### src/rtl/alu_input_pkg.sv
// Shared types and helpers for the ALU input front end.
// - op_t       : latched ALU operation selected by the push buttons.
// - db_state_t : per-button debounce FSM state.
// - op_to_onehot returns the button-style one-hot select as {C, U, D, L, R}.
package alu_input_pkg;

  typedef enum logic [2:0] {
    OP_LEADING_ONES,  // BTNU
    OP_NUM_ONES,      // BTND
    OP_ADD,           // BTNL
    OP_SUB,           // BTNR
    OP_MULT           // BTNC
  } op_t;

  typedef enum logic [1:0] {
    IDLE,
    PRESS_WAIT,
    PRESSED,
    RELEASE_WAIT
  } db_state_t;

  localparam op_t OP_RESET = OP_LEADING_ONES;

  // Bit order {C, U, D, L, R}; unused encodings fall back to the reset op so
  // the outputs stay one-hot even if the register were ever corrupted.
  function automatic logic [4:0] op_to_onehot(input op_t op);
    logic [4:0] oh;
    oh = 5'b01000;
    case (op)
      OP_LEADING_ONES: oh = 5'b01000;
      OP_NUM_ONES:     oh = 5'b00100;
      OP_ADD:          oh = 5'b00010;
      OP_SUB:          oh = 5'b00001;
      OP_MULT:         oh = 5'b10000;
      default:         oh = 5'b01000;
    endcase
    return oh;
  endfunction

endpackage

### src/rtl/btn_debounce.sv
// Two-flop synchronizer plus debounce FSM for one push button.
// Ports:
//   CLK, RST   - clock and synchronous active-high reset
//   BTN_IN     - raw, asynchronous, bouncing button
//   BTN_PRESS  - single-cycle pulse once a press has been stable for
//                DEBOUNCE_CYCLES synchronized samples
module btn_debounce #(
  parameter int unsigned DEBOUNCE_CYCLES = 1000000
) (
  input  logic CLK,
  input  logic RST,
  input  logic BTN_IN,
  output logic BTN_PRESS
);
  import alu_input_pkg::*;

  if (DEBOUNCE_CYCLES < 2) begin : g_bad_param
    $error("btn_debounce: DEBOUNCE_CYCLES must be >= 2");
  end

  // Guarded so an illegal parameter still yields a legal width before the error fires.
  localparam int unsigned CNT_W = (DEBOUNCE_CYCLES < 2) ? 1 : $clog2(DEBOUNCE_CYCLES);
  localparam logic [CNT_W-1:0] CNT_LAST = CNT_W'(DEBOUNCE_CYCLES - 1);

  logic [1:0]       sync_q;
  logic             s;
  db_state_t        state_q, state_d;
  logic [CNT_W-1:0] cnt_q, cnt_d;

  assign s = sync_q[1];

  always_ff @(posedge CLK) begin
    if (RST) begin
      sync_q  <= 2'b00;
      state_q <= IDLE;
      cnt_q   <= '0;
    end else begin
      sync_q  <= {sync_q[0], BTN_IN};
      state_q <= state_d;
      cnt_q   <= cnt_d;
    end
  end

  // The counter only increments while below CNT_LAST, so it saturates there
  // and can never wrap.
  always_comb begin
    state_d   = state_q;
    cnt_d     = cnt_q;
    BTN_PRESS = 1'b0;
    unique case (state_q)
      IDLE: begin
        if (s) begin
          state_d = PRESS_WAIT;
          cnt_d   = '0;
        end
      end
      PRESS_WAIT: begin
        if (!s) begin
          state_d = IDLE;
        end else if (cnt_q == CNT_LAST) begin
          state_d   = PRESSED;
          BTN_PRESS = 1'b1;
        end else begin
          cnt_d = cnt_q + CNT_W'(1);
        end
      end
      PRESSED: begin
        if (!s) begin
          state_d = RELEASE_WAIT;
          cnt_d   = '0;
        end
      end
      RELEASE_WAIT: begin
        if (s) begin
          state_d = PRESSED;
        end else if (cnt_q == CNT_LAST) begin
          state_d = IDLE;
        end else begin
          cnt_d = cnt_q + CNT_W'(1);
        end
      end
      default: state_d = IDLE;
    endcase
  end

endmodule

### src/rtl/alu_input_ctrl.sv
// Sequential front end for the combinational ALU: synchronizes the switches,
// debounces the five buttons into a latched one-hot op select, and strobes
// UPDATE for one cycle whenever the op or the synchronized switches change.
// Ports:
//   CLK, RST                      - clock, synchronous active-high reset
//   SW[BITS]                      - raw switches
//   BTNC/BTNU/BTND/BTNL/BTNR      - raw buttons
//   SW_O[BITS]                    - synchronized switches
//   BTNC_O/.../BTNR_O             - latched one-hot op select
//   UPDATE                        - one-cycle change strobe
module alu_input_ctrl #(
  parameter int unsigned BITS            = 16,
  parameter int unsigned DEBOUNCE_CYCLES = 1000000
) (
  input  logic            CLK,
  input  logic            RST,
  input  logic [BITS-1:0] SW,
  input  logic            BTNC,
  input  logic            BTNU,
  input  logic            BTND,
  input  logic            BTNL,
  input  logic            BTNR,
  output logic [BITS-1:0] SW_O,
  output logic            BTNC_O,
  output logic            BTNU_O,
  output logic            BTND_O,
  output logic            BTNL_O,
  output logic            BTNR_O,
  output logic            UPDATE
);
  import alu_input_pkg::*;

  logic [BITS-1:0] sw_sync1_q, sw_sync2_q;
  logic            press_c, press_u, press_d, press_l, press_r;
  logic            any_press, sw_change;
  op_t             op_q, op_d;
  logic            update_q;

  btn_debounce #(.DEBOUNCE_CYCLES(DEBOUNCE_CYCLES)) u_db_c (
    .CLK(CLK), .RST(RST), .BTN_IN(BTNC), .BTN_PRESS(press_c)
  );
  btn_debounce #(.DEBOUNCE_CYCLES(DEBOUNCE_CYCLES)) u_db_u (
    .CLK(CLK), .RST(RST), .BTN_IN(BTNU), .BTN_PRESS(press_u)
  );
  btn_debounce #(.DEBOUNCE_CYCLES(DEBOUNCE_CYCLES)) u_db_d (
    .CLK(CLK), .RST(RST), .BTN_IN(BTND), .BTN_PRESS(press_d)
  );
  btn_debounce #(.DEBOUNCE_CYCLES(DEBOUNCE_CYCLES)) u_db_l (
    .CLK(CLK), .RST(RST), .BTN_IN(BTNL), .BTN_PRESS(press_l)
  );
  btn_debounce #(.DEBOUNCE_CYCLES(DEBOUNCE_CYCLES)) u_db_r (
    .CLK(CLK), .RST(RST), .BTN_IN(BTNR), .BTN_PRESS(press_r)
  );

  // Priority U > D > L > R > C mirrors the ALU's own case(1'b1) ordering.
  always_comb begin
    op_d = op_q;
    if (press_u)      op_d = OP_LEADING_ONES;
    else if (press_d) op_d = OP_NUM_ONES;
    else if (press_l) op_d = OP_ADD;
    else if (press_r) op_d = OP_SUB;
    else if (press_c) op_d = OP_MULT;
  end

  assign any_press = press_c | press_u | press_d | press_l | press_r;
  // Stage 2 will take stage 1's value on this edge, so a difference means SW_O changes.
  assign sw_change = (sw_sync1_q != sw_sync2_q);

  always_ff @(posedge CLK) begin
    if (RST) begin
      sw_sync1_q <= '0;
      sw_sync2_q <= '0;
      op_q       <= OP_RESET;
      update_q   <= 1'b0;
    end else begin
      sw_sync1_q <= SW;
      sw_sync2_q <= sw_sync1_q;
      op_q       <= op_d;
      // Re-pressing the current op still strobes; coincident causes merge into one pulse.
      update_q   <= any_press | sw_change;
    end
  end

  assign SW_O   = sw_sync2_q;
  assign UPDATE = update_q;
  assign {BTNC_O, BTNU_O, BTND_O, BTNL_O, BTNR_O} = op_to_onehot(op_q);

endmodule

### config.mk
export PLATFORM = sky130hd
export DESIGN_NAME = alu_input_ctrl
export DESIGN_NICKNAME = d
export VERILOG_FILES = /design/src/rtl/alu_input_pkg.sv /design/src/rtl/btn_debounce.sv /design/src/rtl/alu_input_ctrl.sv
export SDC_FILE = /design/constraint.sdc
export NUM_CORES = 1
export LEC_CHECK = 0
export CAP_MARGIN = 40
export CORE_MARGIN = 2
export CORE_UTILIZATION = 32
export DETAILED_ROUTE_END_ITERATION = 7
export PLACE_DENSITY = 0.59
export SYNTH_ARGS = -nofsm -noshare
export SYNTH_HDL_FRONTEND = slang
export SYNTH_SLANG_ARGS = --single-unit
### constraint.sdc
create_clock -name CLK -period 2.35 [get_ports CLK]
set_clock_uncertainty 0.05 [all_clocks]
set_input_delay 0.47 -clock CLK [delete_from_list [all_inputs] [get_ports CLK]]
set_output_delay 0.47 -clock CLK [all_outputs]
set_load 0.02 [all_outputs]
* Word-level counts from Yosys, hierarchy flattened
Cells that the tools add are included.
** Storage, ports and cells
- Flip-flop bits (word level) :: 156
- Latch bits :: 0
- Memory bits (writable) :: 0
- Memory bits (read-only) :: 0
- Input bits :: 23
- Output and inout port bits :: 22
- Logic and storage cells :: 191
- Memories kept :: 0
** Operators by class
- Add/subtract/negate cells :: 5
- $mul :: 0
- Divide/modulo/power cells :: 0
- $lt $le $gt $ge :: 0
- Equal/unequal tests :: 55
- Shift operators :: 0
- Muxes and demuxes :: 85
- Bitwise logic cells :: 5
- Reduce and logical (&&, ||, !) cells :: 20
** Operator list (number)
- 20-bit two-way mux :: 25
- 20-bit case mux with 4 select lines :: 5
- 20-bit by 1-bit adder with 20-bit output (second input constant) :: 5
- 20-bit == test (second input constant) :: 5
- 2-bit two-way mux :: 33
- 2-bit case mux with 4 select lines :: 5
- 4-bit AND reduction :: 10
- 2-bit == test (second input constant) :: 10
- 2-bit by 1-bit != test with 1-bit output (second input constant) :: 10
- 2-bit != test (second input constant) :: 10
- 5-bit case mux with 4 select lines :: 1
- 1-bit two-way mux :: 16
- 16-bit != test :: 1
- 3-bit by 1-bit != test with 1-bit output (second input constant) :: 5
- 3-bit != test (second input constant) :: 5
- 2-bit by 1-bit == test with 1-bit output (second input constant) :: 5
- 2-bit zero test :: 5
- 3-bit by 2-bit == test with 1-bit output (second input constant) :: 2
- 1-bit OR :: 5
- 5-bit OR reduction :: 1
- 4-bit nonzero test :: 1
- 3-bit by 1-bit == test with 1-bit output (second input constant) :: 1
- 3-bit == test (second input constant) :: 1
- 3-bit nonzero test :: 1
- 2 further kinds :: 2

* Depth between registers and ports, before layout
Gate-level depths: netlist (run 1).
- Word-level depth :: 9
- Gate-level depth with buffers :: 8
- Mapped depth without buffers :: 6

* By module
A second synthesis (run 1) with hierarchy kept.
** Second synthesis, totals
- Cell total of the unflattened synthesis :: 755
- Area total of the unflattened synthesis :: 7190.6 um^2
** By module, submodules not included
- btn_debounce :: instances 5, cells an instance 129, area an instance 1191.1 um^2, seq. area each 480.5 um^2
- alu_input_ctrl :: instances 1, cells an instance 110, area an instance 1234.9 um^2, seq. area each 720.7 um^2

* Least setup slack after synthesis (run 1)
No wires, ideal clock.
- Path type :: register to register
- Start :: reg u_db_r.cnt_q[0]
- End :: reg u_db_r.cnt_q[5]
- Setup time :: 74 ps
- Data arrival time :: 2011 ps
- Required time :: 2226 ps
- Slack :: 215 ps
- Stages on the path, launching flop included :: 9
- Buffers on the path :: 2
- Clock period less this slack :: 2135 ps
- Path through :: dfxtp_1 ha_1 and3_1 and3_1 clkbuf_1 a21oi_1 clkbuf_1 o21ai_0 a31oi_1
** On the way
- Word-level cells in the longest chain between the ends :: 4
- Elaborated cells on any way between the ends :: 6
- Those cells by class :: add/sub (1); eq/ne (1); mux (4)
** RTL lines
- from (decl) :: line btn_debounce.sv:28 : logic [CNT_W-1:0] cnt_q, cnt_d;
- from (signal assigned) :: line btn_debounce.sv:40 : cnt_q <= cnt_d;
- 20-bit by 1-bit adder with 20-bit output or 20-bit == test (tied branches)
- 20-bit two-way mux * :: line btn_debounce.sv:60, btn_debounce.sv:76
- 20-bit two-way mux, on equally long branches :: line btn_debounce.sv:74, btn_debounce.sv:58
- 20-bit case mux with 4 select lines * :: line btn_debounce.sv:50 : unique case (state_q)
Mark *: on every way between the ends. The rest lies on a longest branch, timed or not. The select of a mux whose other input is x is not followed.
A chain may end at the register's enable or synchronous reset.

* Worst setup path after layout (run 1)
- Start :: reg op_q[1]
- End :: out BTNC_O
** On the way
- Word-level cells in the longest chain between the ends :: 2
- Elaborated cells on any way between the ends :: 5
- Those cells by class :: eq/ne (4); mux (1)
** RTL lines
- from (decl) :: line alu_input_ctrl.sv:36 : op_t op_q, op_d;
- from (signal assigned) :: line alu_input_ctrl.sv:78 : op_q <= op_d;
- 3-bit == test, or another cell as far along :: line alu_input_pkg.sv:29 : case (op)
- 5-bit case mux with 4 select lines * :: line alu_input_pkg.sv:29
- to (decl) :: line alu_input_ctrl.sv:24 : output logic BTNC_O,
Mark *: on every way between the ends. The rest lies on a longest branch, timed or not.

==> impl_metrics.csv, run 1 <==
group,metric,value,unit
status,status,"finished clean",
power_and_ir_drop,p_leak,2.894,nW
power_and_ir_drop,p_per_area,659.9,mW/mm^2
finish,design_area,0.008593,sq mm
sta,tns,0,ns
floorplan,core-area,0.02176,sq mm
drt,drc,0,
critical_path,critPathMaxFanout,5,
drt,drtPass1Iterations,4,
logic_synthesis,synth_edf_count,0,
critical_path,reg2regPathDepth,6,
clocking,clockRootBuffer,"clkbuf_16",
logic_synthesis,synth_area,0.007068,sq mm
global_routing,antenna_found_initial,0,
critical_path,crit_chain,"nor2_1 -> and2_1 -> clkdlybuf4s50_1",
finish,fill_cells,2204,
floorplan,die_height,152.6,um
logic_synthesis,syn-mean-instance-area,8.835,sq um
sta,fmax,0.4475,GHz
sta,timing.final.ws_setup,0.1155,ns
place,port_buffers,44,
hold_path,hold_path.startpoint,"u_db_c.sync_q[0]$_SDFF_PP0_",
sta,setup_violations,0,
finish,finalNetCount,898,
finish,multiInputGateArea,0.003784,sq mm
sta,rsz0062_at_grt,"false",
floorplan,initial_core_util,32.49,%
place,dpl_cell_area,0.008000,sq mm
critical_path,cpPeakStageDelay,0.59,ns
critical_path,critPathSlowestCell,"clkdlybuf4s50_1",
global_routing,grt_max_degree,41,
critical_path,crit_path_end_kind,"output pin",
logic_synthesis,yosysTopAreaCell,"dfxtp_1",
drt,routed_via_density,4.985,
run,maxCapViolations,0,
critical_path,path_class,"reg -> out",
critical_path,r2r-start,"u_db_u.cnt_q[10]$_SDFFE_PP0P_",
global_routing,grt_pass1_wl,26600,um
critical_path,crit_buf_inv,1,
logic_synthesis,netlist-cell-type-count,64,
logic_synthesis,yosysSeqAreaShare,44.18,%
place,gp_congestion,0.7793,
drt,num_vias,5797,
clocking,cts_setup_buffers,0,
logic_synthesis,yosysTopAreaCellShare,44.18,%
logic_synthesis,synth_flop_cell,"dfxtp_1",
finish,area_delta_synth_final,21.58,%
power_and_ir_drop,vdd_drop_max,0.0004995,V
place,dpl_worst_slack,0.1625,ns
global_routing,grt.overflow.total,0,
finish,regArea,0.003123,sq mm
critical_path,cp.depth,3,
logic_synthesis,syn_inst,800,
logic_synthesis,syn_nets,828,
clocking,clk_latency,0.42,ns
clocking,tritoncts,"yes",
clocking,cts.hold.buffers_added,0,
finish,final_cell_mix,"dfxtp_1 (156), nor2_1 (83), nand2_1 (57)",
clocking,clk_pin_slew,0.06,ns
floorplan,die_area,0.02329,sq mm
sta,slew_headroom,59.24,%
clocking,cts.htree.levels,4,
clocking,cts_buffers,17,
floorplan,ios,45,
finish,drive_gt1_share,11.10,%
clocking,clk_path_buf_depth,2,
logic_synthesis,synthTopCellsByArea,"dfxtp_1 (44%), xnor2_1 (5.6%), nor2_1 (4.4%)",
global_routing,grt_usage,13.67,%
critical_path,worstPathRequired,1.83,ns
place,dpl.hpwl,10840,um
sta,finalHoldViolCount,0,
floorplan,placementRows,54,
hold_path,min_path_cells,1,
finish,diodes,0,
drt,drt_iter0_drc,316,
clocking,numClockSinks,156,
floorplan,fp.dieW,152.6,um
sta,slew_violations,0,
global_routing,grt_pass1_vias,5440,
drt,wirelength,15280,um
sta,tightest_slew,0.6070,ns
sta,fin_crit_sh,95.08,%
critical_path,startpoint,"op_q[1]$_SDFFE_PP0P_",
logic_synthesis,async_reset_ff_share,0,%
power_and_ir_drop,finalPower,0.005671,W
sta,fin_crit,2.234,ns
finish,layout_commonest_cell,"dfxtp_1",
drt,wl_per_cell,13.14,um
drt,antenna_left,0,
critical_path,critical-path-top-delay-family,"buffers and inverters",
logic_synthesis,yosysWarnings,0,
critical_path,start_kind,"flop",
sta,hold_ws,0.3867,ns
critical_path,critPathArrivalTime,1.71,ns
hold_path,hold_path.class,"reg -> reg",
logic_synthesis,ys_seq_elements,156,
-- area by class of cell --
class / count / share of cell area (%)
clock buffer: 17 / 4.950
tap: 280 / 4.077
clock inverter: 15 / 1.776
timing repair buffer: 76 / 8.125
inverter: 16 / 0.6989
multi-input combinational: 603 / 44.03
sequential: 156 / 36.34
-- power breakdown --
group          internal [W]  leakage [nW]  total (W)  switching, W
Sequential          0.00268          1.27    0.00271     0.0000292
Clock               0.00150         0.284    0.00270       0.00120
Combinational      0.000126          1.34   0.000256      0.000130
Total               0.00431          2.89    0.00567       0.00136
-- flip-flops by register name, indices dropped and copies added, names as in the netlist, 2 cells and up, named ones only --
name and flops:
u_db_r.sync_q 2, u_db_c.sync_q 2, op_q 3, u_db_l.cnt_q 20
u_db_u.cnt_q 20, SW_O 16, u_db_u.sync_q 2, u_db_r.cnt_q 20
sw_sync1_q 16, u_db_c.cnt_q 20, u_db_d.cnt_q 20, u_db_d.sync_q 2
u_db_l.sync_q 2
-- final timing paths --
path,slack (ns),endpoint
worst max-delay path,0.12,BTNC_O
worst min-delay path,0.39,u_db_c.sync_q[1]$_SDFF_PP0_
worst max register to register,0.15,u_db_u.cnt_q[5]$_SDFFE_PP0P_
worst min register to register,0.39,u_db_c.sync_q[1]$_SDFF_PP0_
-- cell families after synthesis --
| group | after synthesis | share of synthesized area [%] |
|---|---|---|
| compound gates | 135 | 12.64 |
| mux | 10 | 1.434 |
| buf+inv | 41 | 2.354 |
| flops | 156 | 44.18 |
| fa+ha+maj | 5 | 0.8851 |
| xor+xnor | 72 | 8.922 |
| simple gates | 381 | 29.58 |
-- what timing repair did --
action | in CTS | in global routing
setup endpoints to repair | 1 | 4
endpoints found under the hold margin | 0 | 0
gates resized for setup | 1 | 4
pin swaps | 0 | 0
-- synth_stat cells, types with 6 or more instances --
cell type	number
a21oi_1	33
a22o_1	7
a31oi_1	20
and3_1	9
clkbuf_1	21
dfxtp_1	156
inv_1	16
mux2i_1	9
nand2_1	57
nand2b_1	12
nand3_1	40
nand4_1	36
nor2_1	83
nor2b_1	44
nor3_1	12
nor4_1	16
nor4b_1	6
o21ai_0	25
o31ai_1	6
or3_1	13
or4_1	11
xnor2_1	45
xor2_1	27
-- per-layer routing --
layer,up-vias,track usage [%],wire length (um),share of wire [%]
met4,0,4.982,199,1.3
met3,12,3.413,605,4.0
met1,2654,18.60,7674,50
met2,107,21.03,6797,44
met5,-,0,0,0
li1,3024,-,-,-
-- per-stage QoR --
step | utilization, % | std cells
floorplan | - | 800
global placement | 36.77 | 1131
detailed placement | 36.77 | 1131
CTS | 39.45 | 1163
global route | 39.50 | 1163
finish | 39.50 | 1163
Power figures use the tool's default switching activity.
==> run 2, diff against run 1 <==
--- a/config.mk
+++ b/config.mk
@@ -5,11 +5,11 @@
 export SDC_FILE = /design/constraint.sdc
 export NUM_CORES = 1
 export LEC_CHECK = 0
-export CAP_MARGIN = 40
 export CORE_MARGIN = 2
 export CORE_UTILIZATION = 32
 export DETAILED_ROUTE_END_ITERATION = 7
 export PLACE_DENSITY = 0.59
 export SYNTH_ARGS = -nofsm -noshare
 export SYNTH_HDL_FRONTEND = slang
+export SYNTH_HIERARCHICAL = 1
 export SYNTH_SLANG_ARGS = --single-unit
==> constraint.sdc (replaced) <==
create_clock -name CLK -period 2.7 [get_ports CLK]
set_clock_uncertainty 0.05 [all_clocks]
set_input_delay 0.54 -clock CLK [delete_from_list [all_inputs] [get_ports CLK]]
set_output_delay 0.54 -clock CLK [all_outputs]
set_load 0.02 [all_outputs]
==> run 2 against run 1 <==
- power decreased by 13%
- largest cell class unchanged
- sequential power down 13%
- die area up 1.7%
- final area down 0.55%
- first-iteration DRC count increased by 0.32%
- via count shrank 3.3%
- synthesized cell count shrank 5.6%
- register-to-register slack better by 0.30 ns
- utilization fell by 0.58 points
- final cell count shrank 5.1%
==> impl_metrics.csv, run 2 <==
group,metric,value,unit
clocking,tritoncts,"yes",
drt,drt-met1-wl,7386,um
sta,tightest_slew,0.6042,ns
critical_path,r2r-start,"u_db_c/cnt_q[1]$_SDFFE_PP0P_",
power_and_ir_drop,p_leak,2.981,nW
finish,finalNetCount,839,
logic_synthesis,synthTopCellsByArea,"dfxtp_1 (43%), xnor2_1 (6.3%), nor2b_1 (3.5%)",
clocking,clk_path_buf_depth,2,
logic_synthesis,netlist-cell-type-count,48,
global_routing,grt_usage,12.59,%
logic_synthesis,synth_edf_count,0,
power_and_ir_drop,p_per_area,578.2,mW/mm^2
power_and_ir_drop,p_comb_share,4.0,%
clocking,clk_pin_slew,0.06,ns
clocking,cts_buffers,17,
sta,slew_violations,0,
critical_path,critPathSlowestCell,"clkdlybuf4s50_1",
clocking,cts_resized,0,
floorplan,die_height,153.9,um
drt,routed_via_density,5.080,
place,dpl.hpwl,9878,um
sta,finalHoldViolCount,0,
clocking,numClockSinks,156,
finish,final_cell_mix,"dfxtp_1 (156), xnor2_1 (52), nor2_1 (49)",
critical_path,critPathArrivalTime,1.75,ns
drt,drtPass1Iterations,8,
critical_path,crit_chain,"nor2_1 -> xor2_1 -> clkdlybuf4s50_1",
logic_synthesis,syn_inst,755,
logic_synthesis,yosysSeqAreaShare,43.43,%
critical_path,crit_path_end_kind,"output pin",
floorplan,die_area,0.02369,sq mm
drt,routed-wl-met3,562,um
critical_path,reg2regPathDepth,6,
global_routing,grt_pass1_vias,5161,
logic_synthesis,synthTopCellsByCount,"dfxtp_1 (156), xnor2_1 (52), nor2_1 (49)",
critical_path,path_class,"reg -> out",
logic_synthesis,yosysTopAreaCell,"dfxtp_1",
floorplan,core-area,0.02196,sq mm
finish,drive_gt1_share,15.53,%
critical_path,critical-path-top-delay-family,"buffers and inverters",
critical_path,r2r_end,"u_db_c/cnt_q[2]$_SDFFE_PP0P_",
global_routing,antenna_found_initial,0,
drt,top_layer,"met4",
sta,rsz0062_at_grt,"false",
hold_path,min_path_cells,1,
sta,tns,0,ns
clocking,cts.htree.levels,4,
power_and_ir_drop,p_int,0.003875,W
place,gp_congestion,0.7436,
place,port_buffers,44,
clocking,cts.hold.buffers_added,0,
power_and_ir_drop,pwr-share-clk,48.4,%
sta,fmax,0.4277,GHz
sta,setup_violations,0,
critical_path,critPathMaxFanout,5,
global_routing,grt_pass1_wl,24520,um
status,status,"finished clean",
critical_path,crit_buf_inv,1,
sta,fin_crit,2.338,ns
hold_path,hold_end,"u_db_l/sync_q[1]$_SDFF_PP0_",
logic_synthesis,yosysMostFrequentCell,"dfxtp_1",
sta,fin_crit_sh,86.60,%
sta,hold_ws,0.3881,ns
logic_synthesis,yosysTopAreaCellShare,43.43,%
power_and_ir_drop,p_sw_share,21.58,%
floorplan,placementRows,54,
drt,wl_per_cell,13.03,um
finish,instances_no_fill,1104,
hold_path,hold_path.startpoint,"u_db_l/sync_q[0]$_SDFF_PP0_",
power_and_ir_drop,power_switching,0.001066,W
logic_synthesis,yosysWarnings,6,
power_and_ir_drop,pwr-share-seq,47.6,%
finish,diodes,0,
drt,drc,0,
logic_synthesis,syn_nets,783,
logic_synthesis,syn-mean-instance-area,9.524,sq um
logic_synthesis,ys_seq_elements,156,
clocking,clk_latency,0.43,ns
drt,wl_met2,6294,um
place,dp.cells,1072,
logic_synthesis,async_reset_ff_share,0,%
clocking,clockRootBuffer,"clkbuf_16",
critical_path,reg2reg_slack,0.45,ns
critical_path,worstPathRequired,2.11,ns
hold_path,hold_path.class,"reg -> reg",
critical_path,start_kind,"flop",
logic_synthesis,synth_area,0.007191,sq mm
drt,antenna_left,0,
drt,wirelength,14390,um
finish,layout_commonest_cell,"dfxtp_1",
sta,slew_headroom,59.58,%
drt,drt_iter0_drc,317,
power_and_ir_drop,vdd_drop_max,0.0003182,V
finish,area_delta_synth_final,18.84,%
logic_synthesis,synth_flop_cell,"dfxtp_1",
drt,num_vias,5608,
floorplan,fp.dieW,153.9,um
global_routing,grt_max_degree,36,
global_routing,grt.overflow.total,0,
clocking,cts_setup_buffers,0,
critical_path,cpPeakStageDelay,0.61,ns
run,maxCapViolations,0,
floorplan,ios,45,
floorplan,initial_core_util,32.75,%
run 2: changes by cell type after synthesis, moves of 18 or more:
cell / before / now
nor2_1: 83 / 49
nor3_1: 12 / 32
nand2_1: 57 / 26
and3_2: 0 / 20
a31oi_1: 20 / 0
nand4_1: 36 / 18
run 2: through the flow:
step	setup WS (ns)	power, W	instance area [sq um]	utilization (%)
after detailed placement	0.4995	0.002606	7963	36.26
after floorplan	0.7767	0.002511	7191	-
after global placement	0.5250	0.002605	7963	36.26
after global routing	0.2794	0.005143	8546	38.92
after CTS	0.3469	0.005018	8546	38.92
final	0.3619	0.004941	8546	38.92
run 2: logic make-up (layout without fill, tap and decap cells):
group,Yosys count,count (layout),share of synthesized area [%]
multiplexers,5,5,0.7830
AND/OR/NAND/NOR,338,338,28.78
XOR/XNOR,67,67,8.161
buffers and inverters,44,113,2.436
adder cells (fa/ha/maj),5,5,0.8700
flip-flops,156,156,43.43
AO/OA/AOI/OAI,140,140,15.54
run 2: layout make-up:
type,count,area [sq um]
flip-flops and latches,156,3123
multi-input cells,555,3892
inverters,31,116.4
clock inverters,12,146.4
fillers,2181,13410
clock buffers,20,436.7
repair buffers,50,480.5
well taps,280,350.3
run 2: layer usage:
layer / GRT usage (%) / up-vias
met3: 4.030 / 12
met5: 0 / -
li1: - / 2875
met1: 16.92 / 2644
met4: 4.183 / 0
met2: 19.13 / 77
run 2: worst max-delay path by stage:
stage | cells after the start | slack [ns] | start | endpoint
after floorplan | 6 | 0.78 | u_db_c/cnt_q[0]$_SDFFE_PP0P_ | u_db_c/cnt_q[2]$_SDFFE_PP0P_
after global placement | 6 | 0.52 | RST | u_db_l/cnt_q[7]$_SDFFE_PP0P_
after detailed placement | 6 | 0.50 | u_db_c/cnt_q[1]$_SDFFE_PP0P_ | u_db_c/cnt_q[2]$_SDFFE_PP0P_
after CTS | 3 | 0.35 | op_q[0]$_SDFFE_PP0P_ | BTNU_O
after global routing | 3 | 0.28 | op_q[0]$_SDFFE_PP0P_ | BTNU_O
final | 3 | 0.36 | op_q[0]$_SDFFE_PP0P_ | BTNU_O
run 2: worst reg2reg max path, delay by kind of cell, from the launching register on:
kind | cells | cell delay [ns]
adder cells (fa/ha/maj) | 1 | 0.20
AND/OR/NAND/NOR | 3 | 0.61
flip-flops | 1 | 0.37
AO/OA/AOI/OAI | 2 | 0.90
run 2: power groups by stage:
stage                     clock network (W)   logic, W  registers (W)
after floorplan                           0  0.0000960        0.00241
after global placement                    0   0.000199        0.00241
after detailed placement                  0   0.000200        0.00241
after CTS                           0.00246   0.000200        0.00235
after global routing                0.00257   0.000215        0.00236
final                               0.00239   0.000196        0.00235
==> run 3, diff against run 2 <==
==> constraint.sdc (replaced) <==
create_clock -name CLK -period 2.4 [get_ports CLK]
set_clock_uncertainty 0.05 [all_clocks]
set_input_delay 0.48 -clock CLK [delete_from_list [all_inputs] [get_ports CLK]]
set_output_delay 0.48 -clock CLK [all_outputs]
set_load 0.02 [all_outputs]
==> run 3 against run 2 <==
- count of clock-buffer cells in the layout is 1 lower
- die area stayed put
- first-iteration DRC count is 4.1% higher
- sequential cell count stayed put
- final cell count is 0.72% higher
- hold slack better by 0.0017 ns
- global-route usage is 0.13 points higher
- utilization is 0.27 points higher
- combinational power is 14% higher
- critical path depth stayed put
==> impl_metrics.csv, run 3 (synthesized netlist as in run 2, its figures left out) <==
group,metric,value,unit
sta,tightest_slew,0.5534,ns
global_routing,grt_pass1_wl,24910,um
drt,drt_iter0_drc,330,
floorplan,core-area,0.02196,sq mm
critical_path,reg2regPathDepth,6,
floorplan,placementRows,54,
power_and_ir_drop,finalPower,0.005500,W
power_and_ir_drop,p_per_area,639.2,mW/mm^2
drt,wirelength,14450,um
run,maxCapViolations,0,
global_routing,grt_pass1_vias,5225,
place,dp.cells,1081,
critical_path,critical-path-top-delay-family,"buffers and inverters",
finish,fill_cells,2168,
critical_path,cpPeakStageDelay,0.62,ns
critical_path,critPathMaxFanout,5,
critical_path,path_class,"reg -> out",
drt,wl_per_cell,13.00,um
floorplan,fp.dieW,153.9,um
finish,regArea,0.003123,sq mm
drt,drc,0,
sta,finalHoldViolCount,0,
floorplan,ios,45,
place,port_buffers,44,
drt,routed_via_density,4.994,
sta,fin_crit_sh,95.15,%
power_and_ir_drop,vdd_drop_max,0.0003923,V
finish,drive_gt1_share,16.47,%
critical_path,critPathArrivalTime,1.75,ns
critical_path,crit_buf_inv,1,
sta,tns,0,ns
place,dpl.hpwl,10040,um
clocking,cts.htree.levels,4,
clocking,clk_latency,0.43,ns
clocking,cts_setup_buffers,0,
clocking,cts_buffers,17,
critical_path,critPathSlowestCell,"clkdlybuf4s50_1",
clocking,clk_path_buf_depth,2,
global_routing,grt_max_degree,27,
global_routing,grt_usage,12.72,%
sta,slew_headroom,62.98,%
critical_path,crit_chain,"nor2_1 -> xor2_1 -> clkdlybuf4s50_1",
hold_path,min_path_cells,1,
drt,drtPass1Iterations,6,
critical_path,crit_path_end_kind,"output pin",
power_and_ir_drop,p_leak,3.011,nW
clocking,numClockSinks,156,
finish,layout_commonest_cell,"dfxtp_1",
floorplan,initial_core_util,32.75,%
critical_path,start_kind,"flop",
critical_path,cp.depth,3,
finish,instances_no_fill,1112,
floorplan,die_area,0.02369,sq mm
clocking,cts_resized,0,
clocking,clockRootBuffer,"clkbuf_16",
clocking,tritoncts,"yes",
critical_path,worstPathRequired,1.87,ns
sta,fmax,0.4379,GHz
clocking,clk_pin_slew,0.06,ns
status,status,"finished clean",
global_routing,grt.overflow.total,0,
finish,finalNetCount,848,
finish,multiInputGateArea,0.003892,sq mm
place,gp_congestion,0.7419,
finish,diodes,0,
global_routing,antenna_found_initial,0,
finish,area_delta_synth_final,19.66,%
floorplan,die_height,153.9,um
finish,final_cell_mix,"dfxtp_1 (156), xnor2_1 (52), nor2_1 (49)",
sta,rsz0062_at_grt,"false",
hold_path,hold_path.class,"reg -> reg",
sta,setup_violations,0,
sta,fin_crit,2.284,ns
clocking,cts.hold.buffers_added,0,
sta,slew_violations,0,
drt,num_vias,5553,
finish,post-route-util,39.19,%
drt,antenna_left,0,
run 3: changes by cell type in the layout (fill, tap and decap cells not counted), sizes merged:
cell | before | now
clkinv | 5 | 3
inv | 32 | 34
buf | 7 | 16
clkinvlp | 3 | 4
clkbuf | 20 | 19
bufinv | 3 | 2
run 3: worst reg2reg max path, stage by stage, from the launching register on:
cell and delay (ns):
dfxtp_1 0.38, ha_1 0.22, and3_2 0.24, nand4b_1 0.27, o31a_1 0.42, and3_2 0.25, a211o_1 0.26
run 3: power breakdown:
| part | switching (W) | internal (W) | total, W |
|---|---|---|---|
| clock network | 0.00109 | 0.00154 | 0.00263 |
| logic | 0.000116 | 0.000109 | 0.000224 |
| registers | 0.0000226 | 0.00263 | 0.00265 |
run 3: area by class of cell:
type / count / area share [%]
sequential: 156 / 36.29
multi-input combinational: 555 / 45.24
inverter: 31 / 1.352
clock buffer: 19 / 5.031
clock inverter: 12 / 1.643
tap: 280 / 4.072
timing repair buffer: 59 / 6.369
run 3: worst paths after layout:
check | slack [ns] | startpoint | to
setup / recovery | 0.12 | op_q[0]$_SDFFE_PP0P_ | BTNU_O
hold / removal | 0.39 | u_db_d/sync_q[0]$_SDFF_PP0_ | u_db_d/sync_q[1]$_SDFF_PP0_
setup reg to reg | 0.21 | u_db_u/cnt_q[0]$_SDFFE_PP0P_ | u_db_u/cnt_q[7]$_SDFFE_PP0P_
hold reg to reg | 0.39 | u_db_d/sync_q[0]$_SDFF_PP0_ | u_db_d/sync_q[1]$_SDFF_PP0_
run 3: layer usage:
layer	track usage, %	wire [um]	share of wire [%]	up-vias
li1	-	-	-	2884
met2	19.82	6379	44	58
met3	3.298	372	2.6	15
met4	4.272	186	1.3	0
met1	17.15	7514	52	2596
met5	0	0	0	-
run 3: stage by stage:
step	worst slack, ns	cell area [sq um]	hold WS (ns)
6_report	0.1163	8605	0.3898
5_1_grt	0.01395	8605	0.4119
4_1_cts	0.1030	8605	0.3924
3_5_place_dp	0.2308	8030	0.3774
3_3_place_gp	0.2680	8030	0.3678
2_1_floorplan	0.4767	7191	0.3638
